==> src/rtl/rd_hazard_tracker_pkg.sv <==
// Shared types and constants for the destination-register hazard tracker:
// forwarding-select codes, stage-entry structs and the effective-write helper.
package rd_hazard_tracker_pkg;

    localparam int RD_W         = 5;
    localparam int ZERO_REG_DEF = 31;

    localparam logic [1:0] FWD_RF  = 2'b00;
    localparam logic [1:0] FWD_WB  = 2'b01;
    localparam logic [1:0] FWD_MEM = 2'b10;

    typedef struct packed {
        logic [RD_W-1:0] rd;
        logic            rw;
        logic            mr;
        logic [RD_W-1:0] rn;
        logic [RD_W-1:0] rm;
        logic            rn_used;
        logic            rm_used;
    } ex_entry_t;

    typedef struct packed {
        logic [RD_W-1:0] rd;
        logic            rw;
    } mw_entry_t;

    // A write to the zero register is architecturally discarded, so it never counts.
    function automatic logic eff_write(input logic [RD_W-1:0] rd,
                                       input logic            rw,
                                       input logic [RD_W-1:0] zero_rd);
        return rw & (rd != zero_rd);
    endfunction

endpackage

==> src/rtl/rd_hazard_tracker_fwd_select.sv <==
// EX-stage operand forwarding select for one source operand; the MEM producer
// is newer than the WB producer, so it is checked first.
module rd_hazard_tracker_fwd_select
    import rd_hazard_tracker_pkg::*;
#(
    parameter logic [RD_W-1:0] ZERO_RD = 5'd31
) (
    input  logic [RD_W-1:0] src_i,
    input  logic            src_used_i,
    input  mw_entry_t       mem_i,
    input  mw_entry_t       wb_i,
    output logic [1:0]      sel_o
);

    // Priority select between the MEM and WB producers.
    always_comb begin
        sel_o = FWD_RF;
        if (src_used_i && eff_write(mem_i.rd, mem_i.rw, ZERO_RD) && (mem_i.rd == src_i)) begin
            sel_o = FWD_MEM;
        end else if (src_used_i && eff_write(wb_i.rd, wb_i.rw, ZERO_RD) && (wb_i.rd == src_i)) begin
            sel_o = FWD_WB;
        end else begin
            sel_o = FWD_RF;
        end
    end

endmodule

==> src/rtl/rd_hazard_tracker.sv <==
// Tracks EX/MEM/WB destination registers beside the pipeline registers and
// produces forwarding selects, the load-use stall and the write-back enable.
module rd_hazard_tracker
    import rd_hazard_tracker_pkg::*;
#(
    parameter int REG_W    = RD_W,
    parameter int ZERO_REG = ZERO_REG_DEF
) (
    input  logic             clk,
    input  logic             Reset,
    input  logic             id_valid,
    input  logic [REG_W-1:0] id_rn,
    input  logic [REG_W-1:0] id_rm,
    input  logic             id_rn_used,
    input  logic             id_rm_used,
    input  logic [REG_W-1:0] id_rd,
    input  logic             id_reg_write,
    input  logic             id_mem_read,
    input  logic             flush,
    output logic             stall,
    output logic [1:0]       fwd_a,
    output logic [1:0]       fwd_b,
    output logic [REG_W-1:0] ex_rd,
    output logic [REG_W-1:0] mem_rd,
    output logic [REG_W-1:0] wb_rd,
    output logic             wb_reg_write
);

    localparam logic [RD_W-1:0] ZERO_RD = RD_W'(ZERO_REG);

    ex_entry_t ex_q, ex_d;
    mw_entry_t mem_q, mem_d;
    mw_entry_t wb_q, wb_d;
    mw_entry_t ex_mw_s;
    logic      hz_s;

    assign ex_mw_s = '{rd: ex_q.rd, rw: ex_q.rw};

    // Load-use detection against the load currently in EX; a flush overrides it.
    always_comb begin
        hz_s = 1'b0;
        if (id_valid && ex_q.mr && eff_write(ex_q.rd, ex_q.rw, ZERO_RD)) begin
            hz_s = (id_rn_used && (id_rn == ex_q.rd)) || (id_rm_used && (id_rm == ex_q.rd));
        end else begin
            hz_s = 1'b0;
        end
    end

    assign stall = hz_s & ~flush;

    // Next-state: shift entries down the pipe, inserting bubbles on flush/stall/idle.
    always_comb begin
        wb_d  = mem_q;
        mem_d = ex_mw_s;
        ex_d  = '0;
        if (flush) begin
            mem_d = '0;
        end else begin
            mem_d = ex_mw_s;
        end
        if (flush || stall || !id_valid) begin
            ex_d = '0;
        end else begin
            ex_d = '{rd: id_rd, rw: id_reg_write, mr: id_mem_read,
                     rn: id_rn, rm: id_rm,
                     rn_used: id_rn_used, rm_used: id_rm_used};
        end
    end

    // Stage entry registers; Reset discards every pending entry.
    always_ff @(posedge clk) begin
        if (Reset) begin
            ex_q  <= '0;
            mem_q <= '0;
            wb_q  <= '0;
        end else begin
            ex_q  <= ex_d;
            mem_q <= mem_d;
            wb_q  <= wb_d;
        end
    end

    rd_hazard_tracker_fwd_select #(.ZERO_RD(ZERO_RD)) u_fwd_a (
        .src_i      (ex_q.rn),
        .src_used_i (ex_q.rn_used),
        .mem_i      (mem_q),
        .wb_i       (wb_q),
        .sel_o      (fwd_a)
    );

    rd_hazard_tracker_fwd_select #(.ZERO_RD(ZERO_RD)) u_fwd_b (
        .src_i      (ex_q.rm),
        .src_used_i (ex_q.rm_used),
        .mem_i      (mem_q),
        .wb_i       (wb_q),
        .sel_o      (fwd_b)
    );

    assign ex_rd        = ex_q.rd;
    assign mem_rd       = mem_q.rd;
    assign wb_rd        = wb_q.rd;
    assign wb_reg_write = eff_write(wb_q.rd, wb_q.rw, ZERO_RD);

endmodule

==> config.mk <==
export PLATFORM = sky130hd
export DESIGN_NAME = rd_hazard_tracker
export DESIGN_NICKNAME = d
export VERILOG_FILES = /design/src/rtl/rd_hazard_tracker_pkg.sv /design/src/rtl/rd_hazard_tracker_fwd_select.sv /design/src/rtl/rd_hazard_tracker.sv
export SDC_FILE = /design/constraint.sdc
export NUM_CORES = 1
export LEC_CHECK = 0
export BUFFER_PORTS_ARGS = -buffer_cell sky130_fd_sc_hd__buf_2
export CAP_MARGIN = 20
export CORE_UTILIZATION = 46
export CTS_CLUSTER_SIZE = 14
export DETAILED_ROUTE_END_ITERATION = 8
export PLACE_DENSITY = 0.82
export SLEW_MARGIN = 15
export SYNTH_ARGS = -nofsm -noshare
export SYNTH_HDL_FRONTEND = slang
export SYNTH_HIERARCHICAL = 1
export SYNTH_SLANG_ARGS = --single-unit
==> constraint.sdc <==
create_clock -name clk -period 1.11 [get_ports clk]
set_input_delay 0.111 -clock clk [delete_from_list [all_inputs] [get_ports clk]]
set_output_delay 0.111 -clock clk [all_outputs]
set_load 0.005 [all_outputs]
; Word-level counts from Yosys, hierarchy flattened
; Cells that the tools add are included.
[word_totals]
ff_bits = 31
latch_bits = 0
mem_bits_rw = 0
mem_bits_ro = 0
inputBits = 23
output_inout_bits = 21
wordCells = 48
memories = 0
[op_classes]
add_sub_neg = 0
mul = 0
div = 0
order_cmp = 0
eq_ne = 9
shifts = 0
mux = 5
n_bitwise = 5
n_reduce_logical = 18
[op_table]
columns = cell, count
row1 = $eq A5 B5 Y1, 6
row2 = $ne A5 B5 Y1 const B, 3
row3 = $logic_and A1 B1 Y1, 12
row4 = $and A1 B1 Y1, 4
row5 = $mux W2, 2
row6 = $reduce_or A2 Y1, 2
row7 = $logic_or A1 B1 Y1, 3
row8 = $mux W1, 3
row9 = $logic_not A1 Y1, 1
row10 = $not A1 Y1, 1

; Depth between registers and ports, before layout
[logic_depth]
depth_word = 8
ltp_mapped = 5
mapped_depth_nobuf = 4

; Cells and area by module
; The synthesis kept the hierarchy.
[modules_own_cells]
columns = module, instances, cells_each, area_each_um2, seq_area_each_um2
row1 = rd_hazard_tracker, 1, 127, 1213.7, 620.6
row2 = rd_hazard_tracker_fwd_select, 2, 21, 151.4, 0.0

; Worst setup path after synthesis
; No wires, ideal clock.
[synth_path]
path_type = reg-to-output
from = reg ex_q (netlist bit ex_rd[0])
to = out stall
t_arrival_ps = 1115
t_required_ps = 999
slack_ps = -116
path_stages_with_launch = 6
n_path_buf = 1
cell_sequence = dfxtp_1 -> xnor2_1 -> nand4_1 -> o22ai_2 -> buf_6 -> and3b_1
[synth_via]
elab_chain_len = 5
elab_cells_between_ends = 10
cone_classes = 3 x eq/ne / 1 x mux / 2 x bitwise / 4 x reduce/logical
[synth_rtl]
columns = element, line_no
row1 = from (decl), rd_hazard_tracker.sv:31  ; ex_entry_t ex_q, ex_d;
row2 = from (signal assigned), rd_hazard_tracker.sv:73  ; ex_q <= '0;
row3 = from (signal assigned), rd_hazard_tracker.sv:77  ; ex_q <= ex_d;
row4 = $ne A5 B5 Y1 or $eq A5 B5 Y1 (tied branches), "rd_hazard_tracker_pkg.sv:31, rd_hazard_tracker.sv:43"
row5 = $and A1 B1 Y1 or $logic_and A1 B1 Y1 (tied branches), "rd_hazard_tracker_pkg.sv:31, rd_hazard_tracker.sv:43"
row6 = $logic_and A1 B1 Y1 or $logic_or A1 B1 Y1 (tied branches), "rd_hazard_tracker.sv:42, rd_hazard_tracker.sv:43"
row7 = $mux W1 *, rd_hazard_tracker.sv:42  ; if (id_valid && ex_q.mr && eff_write(ex_q.rd, ex_q.rw, ZERO_RD)) begin
row8 = $and A1 B1 Y1 *, rd_hazard_tracker.sv:49  ; assign stall = hz_s & ~flush;
row9 = to (decl), rd_hazard_tracker.sv:20  ; output logic stall,
; Every way passes the cells marked *; elsewhere a longest branch is shown, timed or not.

; Worst setup path after layout
; Ends and elaborated chain as after synthesis.

==> impl_results.md <==
- Final-report hold violation count: 0
- Final Cycle Share: 1.479
- DRC viols: 0
- CP max stage cell: dfxtp_4
- DR iter-0 viols: 44
- Post-route cell area: 2271 sq um
- Routability cong.: 0.9311
- Largest net degree at the start of global routing: 26
- DP Cell Count: 260
- Sequential fraction of design power: 0.524
- Combinational fraction of design power: 0.127
- Post-Syn Area: 1516 sq um
- Place WS: -0.1911 ns
- Peak supply drop: 0.7922 mV
- CTS sink count: 31
- Area taken by multi-input logic gates: 930.9 sq um
- Hold Crit Endpoint: ex_rd[1]
- Worst slew pin tran: 0.2383 ns
- Status: complete, but fails checks
- Slowest cell delay on critical path: 0.38 ns
- # H-tree levels: 2
- Hpwl dp: 2551 um
- Skew final: 0.007117 ns
- WL final: 3994 um
- Vias per cell: 5.128
- DIE WIDTH: 59.42 um
- CP startpoint kind: flop
- # hold bufs at CTS: 0
- Psw: 537.0 uW
- Critical-path maximum fanout: 4
- Failing checks: setup timing
- Area grow syn2layout: 49.75%
- RR Endpoint: ex_q[6]
- Slew Limit Fails: 0
- Register area share after synthesis: 0.4092
- Total track usage: 0.2474
- Worst-path clk slew: 0.10 ns
- Buffer depth of the longest clock path: 2
- Die Height: 59.42 um
- Max Freq: 609.0 MHz
- Critical Path RT: 1.00 ns
- Flop2flop setup slack: -0.26 ns
- GRT overflow: 0
- Initial antenna violation count: 0
- Yosys warnings: 6
- Sw frac: 0.2478
- Min Tclk post-route: 1.642 ns
- Routed wl met3: 186 um
- WHS Path Cells: 3
- Synth Area per Inst: 8.973 sq um
- Buf+Inv Stages, Crit Path: 1
- PwrDens: 954.3 nW/um^2
- FILL cells: 220
- Top routing layer used: met4
- Crit path DAT: 1.53 ns
- Synth cell types: 22
- Final hold slack: 0.005081 ns
- Final worst setup slack: -0.5320 ns
- Critical Path Sink Type: primary output
- Seq cells post-synth: 31
- Layout cells sized above 1: 0.6261
- Io pins: 44
- CORE AREA: 3078 sq um
- Rel. slew slack: 0.8409
- Routed length per instance: 14.58 um
- RSZ-0062 raised after global routing: true
- Internal power: 1630 uW
- Clock root cell: clkbuf_4
- Clock buffer count from CTS: 5
- Hold Crit Class: in -> reg
- Nets in the synthesized netlist: 192
- LEAKAGE: 0.0009364 uW
- Worst r2r path cells: 6
- Finished Layout Cells: 274
- DRT Pass-1 Iters: 4
- Reg-to-reg startpoint: ex_rd[0]
- WS Path Type: reg -> out
- DR vias: 1405
- Port Buffer Count: 43
- Final net count: 252
- Met2 wire length: 2152 um
- CTS tree: yes
- Final setup violating endpoints: 26
- Vias in the first global route: 1318
- CP delay by family, top: flip-flops
- Total Die Area: 3530 sq um
- Critical-path cell list: xnor2_2 -> nand4_1 -> o22ai_2 -> and3b_1 -> buf_2
- N_diodes: 0
- Max-cap violations: 0
- Hold Startpoint: id_rd[1]
- Register Area: 684.4 sq um
- Clk_lat worst skew: 0.33 ns
- Mapped Cells: 169
- DRT antenna net count: 0
- M1 wire length: 1535 um
- Placed instance area: 1849 sq um
- First-pass GRT wire length: 6161 um
- FP Rows: 20
- Initial Util: 0.4927
- Clk pwr share: 0.348
==> metal layers <==
layer  vias to the layer above  track usage
met3                        12      0.06550
li1                        692            -
met4                         0       0.1156
met5                         -            0
met2                        48       0.4478
met1                       653       0.2646
==> cell usage after synthesis <==
master / n / share of area
and2_1: 6 / 0.025
buf_2: 4 / 0.013
xnor2_1: 26 / 0.15
nor2_2: 1 / 0.0041
a21oi_1: 23 / 0.076
nand2_1: 9 / 0.022
a31oi_1: 1 / 0.0041
dfxtp_1: 31 / 0.41
o2111ai_1: 2 / 0.012
nor2b_1: 6 / 0.025
o21a_1: 1 / 0.0050
and3b_1: 1 / 0.0058
a211oi_2: 2 / 0.016
inv_1: 2 / 0.0050
o22ai_2: 1 / 0.0082
nand4_1: 6 / 0.025
clkbuf_1: 2 / 0.0050
buf_4: 16 / 0.079
nand3_1: 25 / 0.083
buf_6: 1 / 0.0074
nor4_2: 2 / 0.016
and3_1: 1 / 0.0041
==> how the worst max path moves through the flow <==
| stage | start | end | slack, ns | depth (start not counted) |
|---|---|---|---|---|
| floorplan | ex_rd[4] | stall | -0.05 | 5 |
| global placement | mem_rd[1] | fwd_a[0] | -0.15 | 5 |
| detailed placement | mem_rd[1] | fwd_b[0] | -0.19 | 5 |
| CTS | ex_q[2] | fwd_b[0] | -0.47 | 5 |
| global route | ex_rd[3] | stall | -0.56 | 5 |
| finish | ex_rd[0] | stall | -0.53 | 5 |
==> cell usage in the layout, fill, tap and decap left out, drive strengths merged <==
cell type / n
o21a: 1
and3: 1
and2: 6
nor2: 1
nand2: 9
clkbuf: 8
inv: 2
a31oi: 1
o22ai: 1
o2111ai: 2
nand4: 6
a211oi: 2
nor4: 2
xnor2: 26
nor2b: 6
buf: 76
nand3: 25
and3b: 1
dfxtp: 31
a21oi: 23
==> what timing repair did <==
action / CTS / global route
setup buffers: 4 / 3
resized for setup: 53 / 29
setup endpoints to repair: 29 / 29
pin swaps: 23 / 12
gates cloned: 2 / 0
==> state kept, by name (all words and copies together) (netlist names) <==
| register | cells |
|---|---|
| mem_q | 1 |
| wb_rd | 5 |
| ex_mw_s | 1 |
| ex_rd | 5 |
| wb_q | 1 |
| mem_rd | 5 |
| ex_q | 13 |
==> worst min-delay path, cell delays in order <==
cell	delay, ns
buf_2	0.10
nand3_1	0.07
a21oi_1	0.04
==> through the flow <==
stage | utilization | power (uW) | TNS [ns]
after floorplan | - | 1295 | -0.04551
after global placement | 0.6008 | 1395 | -1.745
after detailed placement | 0.6008 | 1401 | -2.708
after CTS | 0.6955 | 2151 | -4.331
after global routing | 0.7378 | 2266 | -7.994
final | 0.7378 | 2167 | -7.194
==> power groups by stage <==
stage	registers, uW	logic (uW)	clock network [uW]
final	1140	276	755
after global placement	1180	216	0
after floorplan	1180	117	0
after global routing	1140	296	830
after CTS	1140	252	757
after detailed placement	1180	221	0
==> logic make-up (layout without fill, tap and decap cells) <==
group,count (synthesis),after routing,share of synthesized area
DFF,31,31,0.4092
and+or+nand+nor,57,57,0.2096
xor gates and xnor gates,26,26,0.1502
AOI/OAI and AO/OA,30,30,0.1213
buffers and inverters,25,86,0.1097
==> area by class of cell <==
type                    count  area share
clock buffers               8     0.03030
inverters                   2    0.003306
multi-input cells         113      0.4099
flip-flops and latches     31      0.3014
well taps                  44     0.02424
repair buffers             76      0.2309
(Power assumes the default switching activity.)
